### src/rtl/alu_ctrl_pkg.sv
// alu_ctrl_pkg: operation codes, ALU_Op encodings, funct7 constants and FSM state type.
package alu_ctrl_pkg;
  localparam logic [4:0] OP_ADD  = 5'b00000;
  localparam logic [4:0] OP_SUB  = 5'b00001;
  localparam logic [4:0] OP_OR   = 5'b00010;
  localparam logic [4:0] OP_AND  = 5'b00011;
  localparam logic [4:0] OP_LUI  = 5'b00100;
  localparam logic [4:0] OP_SLL  = 5'b00101;
  localparam logic [4:0] OP_SRL  = 5'b00110;
  localparam logic [4:0] OP_XOR  = 5'b00111;
  localparam logic [4:0] OP_BEQ  = 5'b01000;
  localparam logic [4:0] OP_BNE  = 5'b01001;
  localparam logic [4:0] OP_BLT  = 5'b01010;
  localparam logic [4:0] OP_SRA  = 5'b01011;
  localparam logic [4:0] OP_SLT  = 5'b01100;
  localparam logic [4:0] OP_SLTU = 5'b01101;
  localparam logic [4:0] OP_BGE  = 5'b01110;
  localparam logic [4:0] OP_BLTU = 5'b01111;
  localparam logic [4:0] OP_BGEU = 5'b11000;
  localparam logic [4:0] OP_MUL    = 5'b10000;
  localparam logic [4:0] OP_MULH   = 5'b10001;
  localparam logic [4:0] OP_MULHSU = 5'b10010;
  localparam logic [4:0] OP_MULHU  = 5'b10011;
  localparam logic [4:0] OP_DIV    = 5'b10100;
  localparam logic [4:0] OP_DIVU   = 5'b10101;
  localparam logic [4:0] OP_REM    = 5'b10110;
  localparam logic [4:0] OP_REMU   = 5'b10111;
  localparam logic [4:0] OP_ILL  = 5'b11111;
  localparam logic [2:0] ALUOP_R      = 3'b000;
  localparam logic [2:0] ALUOP_I      = 3'b001;
  localparam logic [2:0] ALUOP_LUI    = 3'b010;
  localparam logic [2:0] ALUOP_JALR   = 3'b011;
  localparam logic [2:0] ALUOP_BRANCH = 3'b100;
  localparam logic [2:0] ALUOP_LOAD   = 3'b101;
  localparam logic [2:0] ALUOP_STORE  = 3'b110;
  localparam logic [6:0] F7_BASE   = 7'b0000000;
  localparam logic [6:0] F7_ALT    = 7'b0100000;
  localparam logic [6:0] F7_MULDIV = 7'b0000001;
  typedef enum logic {ST_IDLE, ST_BUSY} state_e;
  function automatic logic [4:0] base_op(input logic [2:0] f3);
    case (f3)
      3'b000:  return OP_ADD;
      3'b001:  return OP_SLL;
      3'b010:  return OP_SLT;
      3'b011:  return OP_SLTU;
      3'b100:  return OP_XOR;
      3'b101:  return OP_SRL;
      3'b110:  return OP_OR;
      default: return OP_AND;
    endcase
  endfunction
endpackage

### src/rtl/alu_ctrl_decode.sv
// alu_ctrl_decode: combinational funct7/ALU_Op/funct3 decode into a 5-bit ALU operation.
module alu_ctrl_decode
  import alu_ctrl_pkg::*;
#(
  parameter int MULDIV_EN = 1
) (
  input  logic [6:0] funct7_i,
  input  logic [2:0] alu_op_i,
  input  logic [2:0] funct3_i,
  output logic [4:0] op_o,
  output logic       is_muldiv_o,
  output logic       is_div_o,
  output logic       illegal_o
);
  always_comb begin
    op_o = OP_ILL;
    is_muldiv_o = 1'b0;
    case (alu_op_i)
      ALUOP_R:
        if (funct7_i == F7_BASE) op_o = base_op(funct3_i);
        else if (funct7_i == F7_ALT && funct3_i == 3'b000) op_o = OP_SUB;
        else if (funct7_i == F7_ALT && funct3_i == 3'b101) op_o = OP_SRA;
        else if (MULDIV_EN != 0 && funct7_i == F7_MULDIV) begin
          op_o = {2'b10, funct3_i};
          is_muldiv_o = 1'b1;
        end
      ALUOP_I:
        if (funct3_i == 3'b001) op_o = funct7_i == F7_BASE ? OP_SLL : OP_ILL;
        else if (funct3_i == 3'b101) op_o = funct7_i == F7_BASE ? OP_SRL : funct7_i == F7_ALT ? OP_SRA : OP_ILL;
        else op_o = base_op(funct3_i);
      ALUOP_LUI:    op_o = OP_LUI;
      ALUOP_JALR:   op_o = funct3_i == 3'b000 ? OP_ADD : OP_ILL;
      ALUOP_BRANCH: op_o = funct3_i == 3'b000 ? OP_BEQ  : funct3_i == 3'b001 ? OP_BNE :
                           funct3_i == 3'b100 ? OP_BLT  : funct3_i == 3'b101 ? OP_BGE :
                           funct3_i == 3'b110 ? OP_BLTU : funct3_i == 3'b111 ? OP_BGEU : OP_ILL;
      ALUOP_LOAD:   op_o = funct3_i inside {3'b000, 3'b001, 3'b010, 3'b100, 3'b101} ? OP_ADD : OP_ILL;
      ALUOP_STORE:  op_o = funct3_i inside {3'b000, 3'b001, 3'b010} ? OP_ADD : OP_ILL;
      default: ;
    endcase
  end
  // funct3[2] separates the divide/remainder group from the multiplies
  assign is_div_o = is_muldiv_o & funct3_i[2];
  assign illegal_o = op_o == OP_ILL;
endmodule

### src/rtl/alu_control_seq.sv
// alu_control_seq: registered ALU control decode with multi-cycle mul/div sequencing and stall.
module alu_control_seq
  import alu_ctrl_pkg::*;
#(
  parameter int MULDIV_EN = 1,
  parameter int MUL_LAT   = 4,
  parameter int DIV_LAT   = 34
) (
  input  logic       clk,
  input  logic       reset,
  input  logic       flush_i,
  input  logic       valid_i,
  input  logic [6:0] funct7_i,
  input  logic [2:0] alu_op_i,
  input  logic [2:0] funct3_i,
  output logic       ready_o,
  output logic       valid_o,
  output logic [4:0] alu_operation_o,
  output logic       muldiv_start_o,
  output logic       stall_o,
  output logic       illegal_o
);
  if (MUL_LAT < 2 || MUL_LAT > 63 || DIV_LAT < 2 || DIV_LAT > 63) begin : g_bad_lat
    $error("alu_control_seq: MUL_LAT and DIV_LAT must lie in 2..63");
  end
  localparam logic [5:0] MUL_CNT = 6'(MUL_LAT - 1);
  localparam logic [5:0] DIV_CNT = 6'(DIV_LAT - 1);
  state_e state_q, state_d;
  logic [5:0] cnt_q, cnt_d;
  logic [4:0] op_q, op_d, dec_op;
  logic single_q, single_d, illegal_q, illegal_d, start_q, start_d;
  logic dec_muldiv, dec_div, dec_illegal, done, accept;
  alu_ctrl_decode #(.MULDIV_EN(MULDIV_EN)) u_decode (
    .funct7_i    (funct7_i),
    .alu_op_i    (alu_op_i),
    .funct3_i    (funct3_i),
    .op_o        (dec_op),
    .is_muldiv_o (dec_muldiv),
    .is_div_o    (dec_div),
    .illegal_o   (dec_illegal)
  );
  assign done = state_q == ST_BUSY && cnt_q == 6'd0;
  assign ready_o = state_q == ST_IDLE || done;
  assign accept = valid_i & ~flush_i & ready_o;
  always_comb begin
    state_d = flush_i ? ST_IDLE : accept ? (dec_muldiv ? ST_BUSY : ST_IDLE) : done ? ST_IDLE : state_q;
    cnt_d = flush_i ? 6'd0 : accept && dec_muldiv ? (dec_div ? DIV_CNT : MUL_CNT) :
            cnt_q != 6'd0 ? cnt_q - 6'd1 : 6'd0;
    op_d = accept ? dec_op : op_q;
    single_d = accept & ~dec_muldiv;
    illegal_d = accept & dec_illegal;
    start_d = accept & dec_muldiv;
  end
  always_ff @(posedge clk or negedge reset)
    if (!reset) begin
      state_q <= ST_IDLE;
      cnt_q <= 6'd0;
      op_q <= OP_ADD;
      single_q <= 1'b0;
      illegal_q <= 1'b0;
      start_q <= 1'b0;
    end else begin
      state_q <= state_d;
      cnt_q <= cnt_d;
      op_q <= op_d;
      single_q <= single_d;
      illegal_q <= illegal_d;
      start_q <= start_d;
    end
  // a flush in the completion cycle aborts that result
  assign valid_o = (single_q | done) & ~flush_i;
  assign illegal_o = illegal_q & ~flush_i;
  assign stall_o = state_q == ST_BUSY && cnt_q != 6'd0;
  assign muldiv_start_o = start_q;
  assign alu_operation_o = op_q;
endmodule

### config.mk
export PLATFORM = sky130hd
export DESIGN_NAME = alu_control_seq
export DESIGN_NICKNAME = d
export VERILOG_FILES = /design/src/rtl/alu_ctrl_pkg.sv /design/src/rtl/alu_ctrl_decode.sv /design/src/rtl/alu_control_seq.sv
export SDC_FILE = /design/constraint.sdc
export NUM_CORES = 1
export LEC_CHECK = 0
export CELL_PAD_IN_SITES_DETAIL_PLACEMENT = 0
export CELL_PAD_IN_SITES_GLOBAL_PLACEMENT = 1
export CORE_UTILIZATION = 44
export CTS_BUF_LIST = sky130_fd_sc_hd__clkbuf_4
export CTS_CLUSTER_DIAMETER = 30
export DETAILED_ROUTE_END_ITERATION = 8
export DONT_BUFFER_PORTS = 1
export HOLD_SLACK_MARGIN = 0.03
export PLACE_DENSITY = 0.89
export SLEW_MARGIN = 20
export SYNTH_ARGS = -nofsm -noshare
export SYNTH_HDL_FRONTEND = slang
export SYNTH_SLANG_ARGS = --single-unit
### constraint.sdc
create_clock -name clk -period 1.63 [get_ports clk]
set_clock_uncertainty 0.1 [all_clocks]
set_input_delay 0.326 -clock clk [delete_from_list [all_inputs] [get_ports clk]]
set_output_delay 0.326 -clock clk [all_outputs]
set_load 0.01 [all_outputs]
==> impl_metrics.prom <==
# TYPE chip_impl_metric gauge
chip_impl_metric{name="synthesis.nets",unit=""} 164
chip_impl_metric{name="grt_pass1_vias",unit=""} 1131
chip_impl_metric{name="p_total",unit="mW"} 1.64
chip_impl_metric{name="area_delta_synth_final",unit="%"} 27.7
chip_impl_metric{name="pd_cells",unit="nW/um^2"} 1040
chip_impl_metric{name="drt_iter0_markers",unit=""} 18
chip_impl_info{name="timing.critical_path.from_type",value="flop"} 1
chip_impl_metric{name="synth.area.mux_share",unit="%"} 0.812
chip_impl_info{name="run_status",value="complete, but fails checks"} 1
chip_impl_metric{name="final_critical_path_setup_slack",unit="ns"} -0.379
chip_impl_metric{name="place_hpwl",unit="um"} 2330
chip_impl_info{name="worst-setup-path-type",value="flop to primary output"} 1
chip_impl_metric{name="ys_types",unit=""} 51
chip_impl_metric{name="synth-simple-area-share",unit="%"} 29.1
chip_impl_metric{name="required_time_reported_for_the_critical_path_endpoint",unit="ns"} 1.20
chip_impl_metric{name="multi_input_area",unit="um^2"} 865
chip_impl_metric{name="final-setup-viol-count",unit=""} 18
chip_impl_metric{name="timing.max_cap.violations",unit=""} 0
chip_impl_metric{name="tightestPinTransition",unit="ns"} 0.696
chip_impl_metric{name="crit_fanout",unit=""} 4
chip_impl_metric{name="design.die.area",unit="um^2"} 3020
chip_impl_metric{name="first_pass_iters",unit=""} 4
chip_impl_metric{name="final.fill_count",unit=""} 219
chip_impl_metric{name="setup.reg_to_reg.worst_slack",unit="ns"} -0.27
chip_impl_metric{name="final_max_slew_viol_count",unit=""} 0
chip_impl_metric{name="yosysSeqAreaShare",unit="%"} 30.5
chip_impl_metric{name="synth-async-reset-ratio",unit="%"} 100
chip_impl_metric{name="wire_per_inst",unit="um"} 17.1
chip_impl_metric{name="final_util",unit="%"} 61.3
chip_impl_metric{name="achievable-frequency",unit="MHz"} 498
chip_impl_metric{name="initial_utilization",unit="%"} 48.0
chip_impl_metric{name="viasPerCell",unit=""} 6.30
chip_impl_metric{name="grt_start_max_net_pins",unit=""} 17
chip_impl_info{name="holdCritPathClass",value="input port to flop"} 1
chip_impl_metric{name="clk-insertion-delay-late",unit="ns"} 0.28
chip_impl_metric{name="ctsLongestPathBuffers",unit=""} 2
chip_impl_metric{name="netlist_instances",unit=""} 145
chip_impl_info{name="critical_path.endpoint_type",value="primary output"} 1
chip_impl_info{name="synth_ff_type",value="dfrtp_1"} 1
chip_impl_metric{name="cts-buffers-inserted",unit=""} 3
chip_impl_metric{name="cellLeakagePower",unit="nW"} 0.666
chip_impl_metric{name="io_buffers",unit=""} 0
chip_impl_metric{name="final_routed_wirelength",unit="um"} 3400
chip_impl_metric{name="die_h",unit="um"} 54.9
chip_impl_metric{name="irDropWorstVdd",unit="mV"} 1.07
chip_impl_metric{name="cp.arrival",unit="ns"} 1.58
chip_impl_metric{name="core_area",unit="um^2"} 2570
chip_impl_metric{name="grt_use_total",unit="%"} 22.7
chip_impl_metric{name="min_period",unit="ns"} 2.01
chip_impl_info{name="combinational_family_with_the_most_area_after_synthesis",value="simple AND/OR/NAND/NOR gates"} 1
chip_impl_metric{name="grt_overflow",unit=""} 0
chip_impl_metric{name="synth-edff-count",unit=""} 0
chip_impl_metric{name="total_number_of_nets_in_the_final_design",unit=""} 189
chip_impl_metric{name="fin_setup_tns",unit="ns"} -3.38
chip_impl_metric{name="antennaDiodeCount",unit=""} 0
chip_impl_info{name="grt_setup_unrepaired",value="true"} 1
chip_impl_metric{name="timing.max_slew.rel_slack",unit="%"} 53.5
chip_impl_metric{name="drive_above_1_share",unit="%"} 36.1
chip_impl_metric{name="yosys.area_share.adder",unit="%"} 2.84
chip_impl_metric{name="die-width",unit="um"} 54.9
chip_impl_metric{name="count_of_vias_placed_by_the_detailed_router",unit=""} 1254
chip_impl_metric{name="grt_antenna_before_repair",unit=""} 0
chip_impl_metric{name="global_route_wire_length_before_repair",unit="um"} 4920
chip_impl_info{name="cts_tree",value="built"} 1
chip_impl_metric{name="synth_xor_area_share",unit="%"} 2.84
chip_impl_metric{name="ant_nets",unit=""} 0
chip_impl_metric{name="postSynthAreaPerCell",unit="um^2"} 8.50
chip_impl_metric{name="sequential_cell_area",unit="um^2"} 375
chip_impl_metric{name="finalHoldViolCount",unit=""} 0
chip_impl_metric{name="synth_cell_area",unit="um^2"} 1230
chip_impl_metric{name="flop_and_latch_count_out_of_synthesis",unit=""} 15
chip_impl_metric{name="cts.reportedPaths.clkPinSlew",unit="ns"} 0.09
chip_impl_info{name="clk_root_buffer_cell",value="clkbuf_4"} 1
chip_impl_metric{name="htree_levels",unit=""} 1
chip_impl_metric{name="remaining_drc_errors",unit=""} 0
chip_impl_metric{name="yosys_warnings",unit=""} 0
chip_impl_metric{name="complex_gate_fraction_of_the_synthesized_area",unit="%"} 26.4
chip_impl_metric{name="gp_routability_congestion",unit=""} 0.857
chip_impl_metric{name="num_rows",unit=""} 18
chip_impl_metric{name="clock_sink_count",unit=""} 15
chip_impl_metric{name="boundaryPins",unit=""} 27
chip_impl_info{name="violations",value="setup timing"} 1
chip_impl_metric{name="finalCritPeriodShare",unit="%"} 123
per-layer routing:
metal	vias up	global-route usage, %	wire length [um]
met3	4	5.74	157
met5	-	0	0
met2	51	43.2	1870
met4	0	4.17	36
li1	590	-	-
met1	609	25.4	1330
stage by stage:
stage,std cells,setup slack [ns],area [um^2],hold WS (ns)
final,199,-0.379,1570,0.0780
after global routing,199,-0.451,1570,0.0642
after CTS,197,-0.370,1520,0.0423
after detailed placement,186,-0.266,1370,-0.0691
after global placement,186,-0.221,1370,-0.0690
after floorplan,145,-0.141,1250,-0.0696
placed cells by master (no fill, tap or decap), types with 2 or more instances in the layout:
master          n
or3_1           4
nand3b_1        3
xor2_1          2
nand3_1         2
xnor2_1         2
buf_4          18
and3_1          2
or3_4           2
nor4_1          4
or2_2           2
nand4_1         2
a21oi_1         7
dlygate4sd3_1   3
nor3_1          2
nor2_2          2
nor2_1         12
a2111oi_2       2
nor2_4          2
o21ai_1         3
a31oi_1         3
inv_2           3
dfrtp_1        15
inv_1           5
nand2_1        10
clkbuf_4        3
buf_6           6
o21ai_0        11
critical path: stages (launching register included):
cell     delay, ns
dfrtp_1       0.41
inv_2         0.09
ha_4          0.13
or2b_4        0.29
o21ai_4       0.17
buf_6         0.17
inv_4         0.04
repair_timing:
action                                 4_1_cts  5_1_grt
setup endpoints to repair                   17       18
endpoints found under the hold margin       18        1
hold buffers                                 2        1
resized for setup                           18       16
buffers inserted                             5        3
pin swaps                                   10        6
area by class of cell:
cell class	count	area share, %
Clock buffer	3	1.43
Clock inverter	1	0.318
Inverter	9	2.31
Multi-Input combinational cell	114	54.9
Sequential cell	15	23.8
Tap cell	30	2.38
Timing Repair Buffer	27	14.8
worst paths after layout:
path,from,end,cells after the start
min in group asynchronous,reset,cnt_q[4],1
setup / recovery,cnt_q[1],stall_o,6
max in group asynchronous,reset,alu_operation_o[2],1
setup reg to reg,cnt_q[1],illegal_q,9
hold / removal,funct3_i[2],cnt_q[5],2
hold reg to reg,alu_operation_o[4],alu_operation_o[4],2
flip-flops by register name (all words and copies together) (netlist names):
register and cells:
alu_operation_o 5, cnt_q 6, illegal_q 1, muldiv_start_o 1, single_q 1, state_q 1
cells by family after synthesis:
group | Yosys count
adder cells (fa/ha/maj) | 3
AND/OR/NAND/NOR | 60
flip-flops | 15
multiplexers | 1
AO/OA/AOI/OAI | 46
XOR/XNOR | 4
buffers and inverters | 16
cells in the mapped netlist (3+ instances only):
library cell / instances / share of area, %
nor2_1: 16 / 4.9
dfrtp_1: 15 / 30
nor3_1: 3 / 1.2
a31oi_1: 3 / 1.5
clkbuf_8: 3 / 3.4
o21ai_0: 15 / 6.1
or3_1: 5 / 2.5
a2111oi_2: 3 / 3.7
a21oi_1: 8 / 3.2
inv_1: 9 / 2.7
nand3b_1: 3 / 1.8
nand2_1: 11 / 3.4
nor4_1: 4 / 2.0
power breakdown:
group          internal (mW)  switching [mW]  total (mW)
combinational          0.494           0.425       0.918
clock                 0.0911           0.118       0.209
sequential             0.449          0.0673       0.517
total                   1.03           0.610        1.64
(Power assumes the default switching activity.)
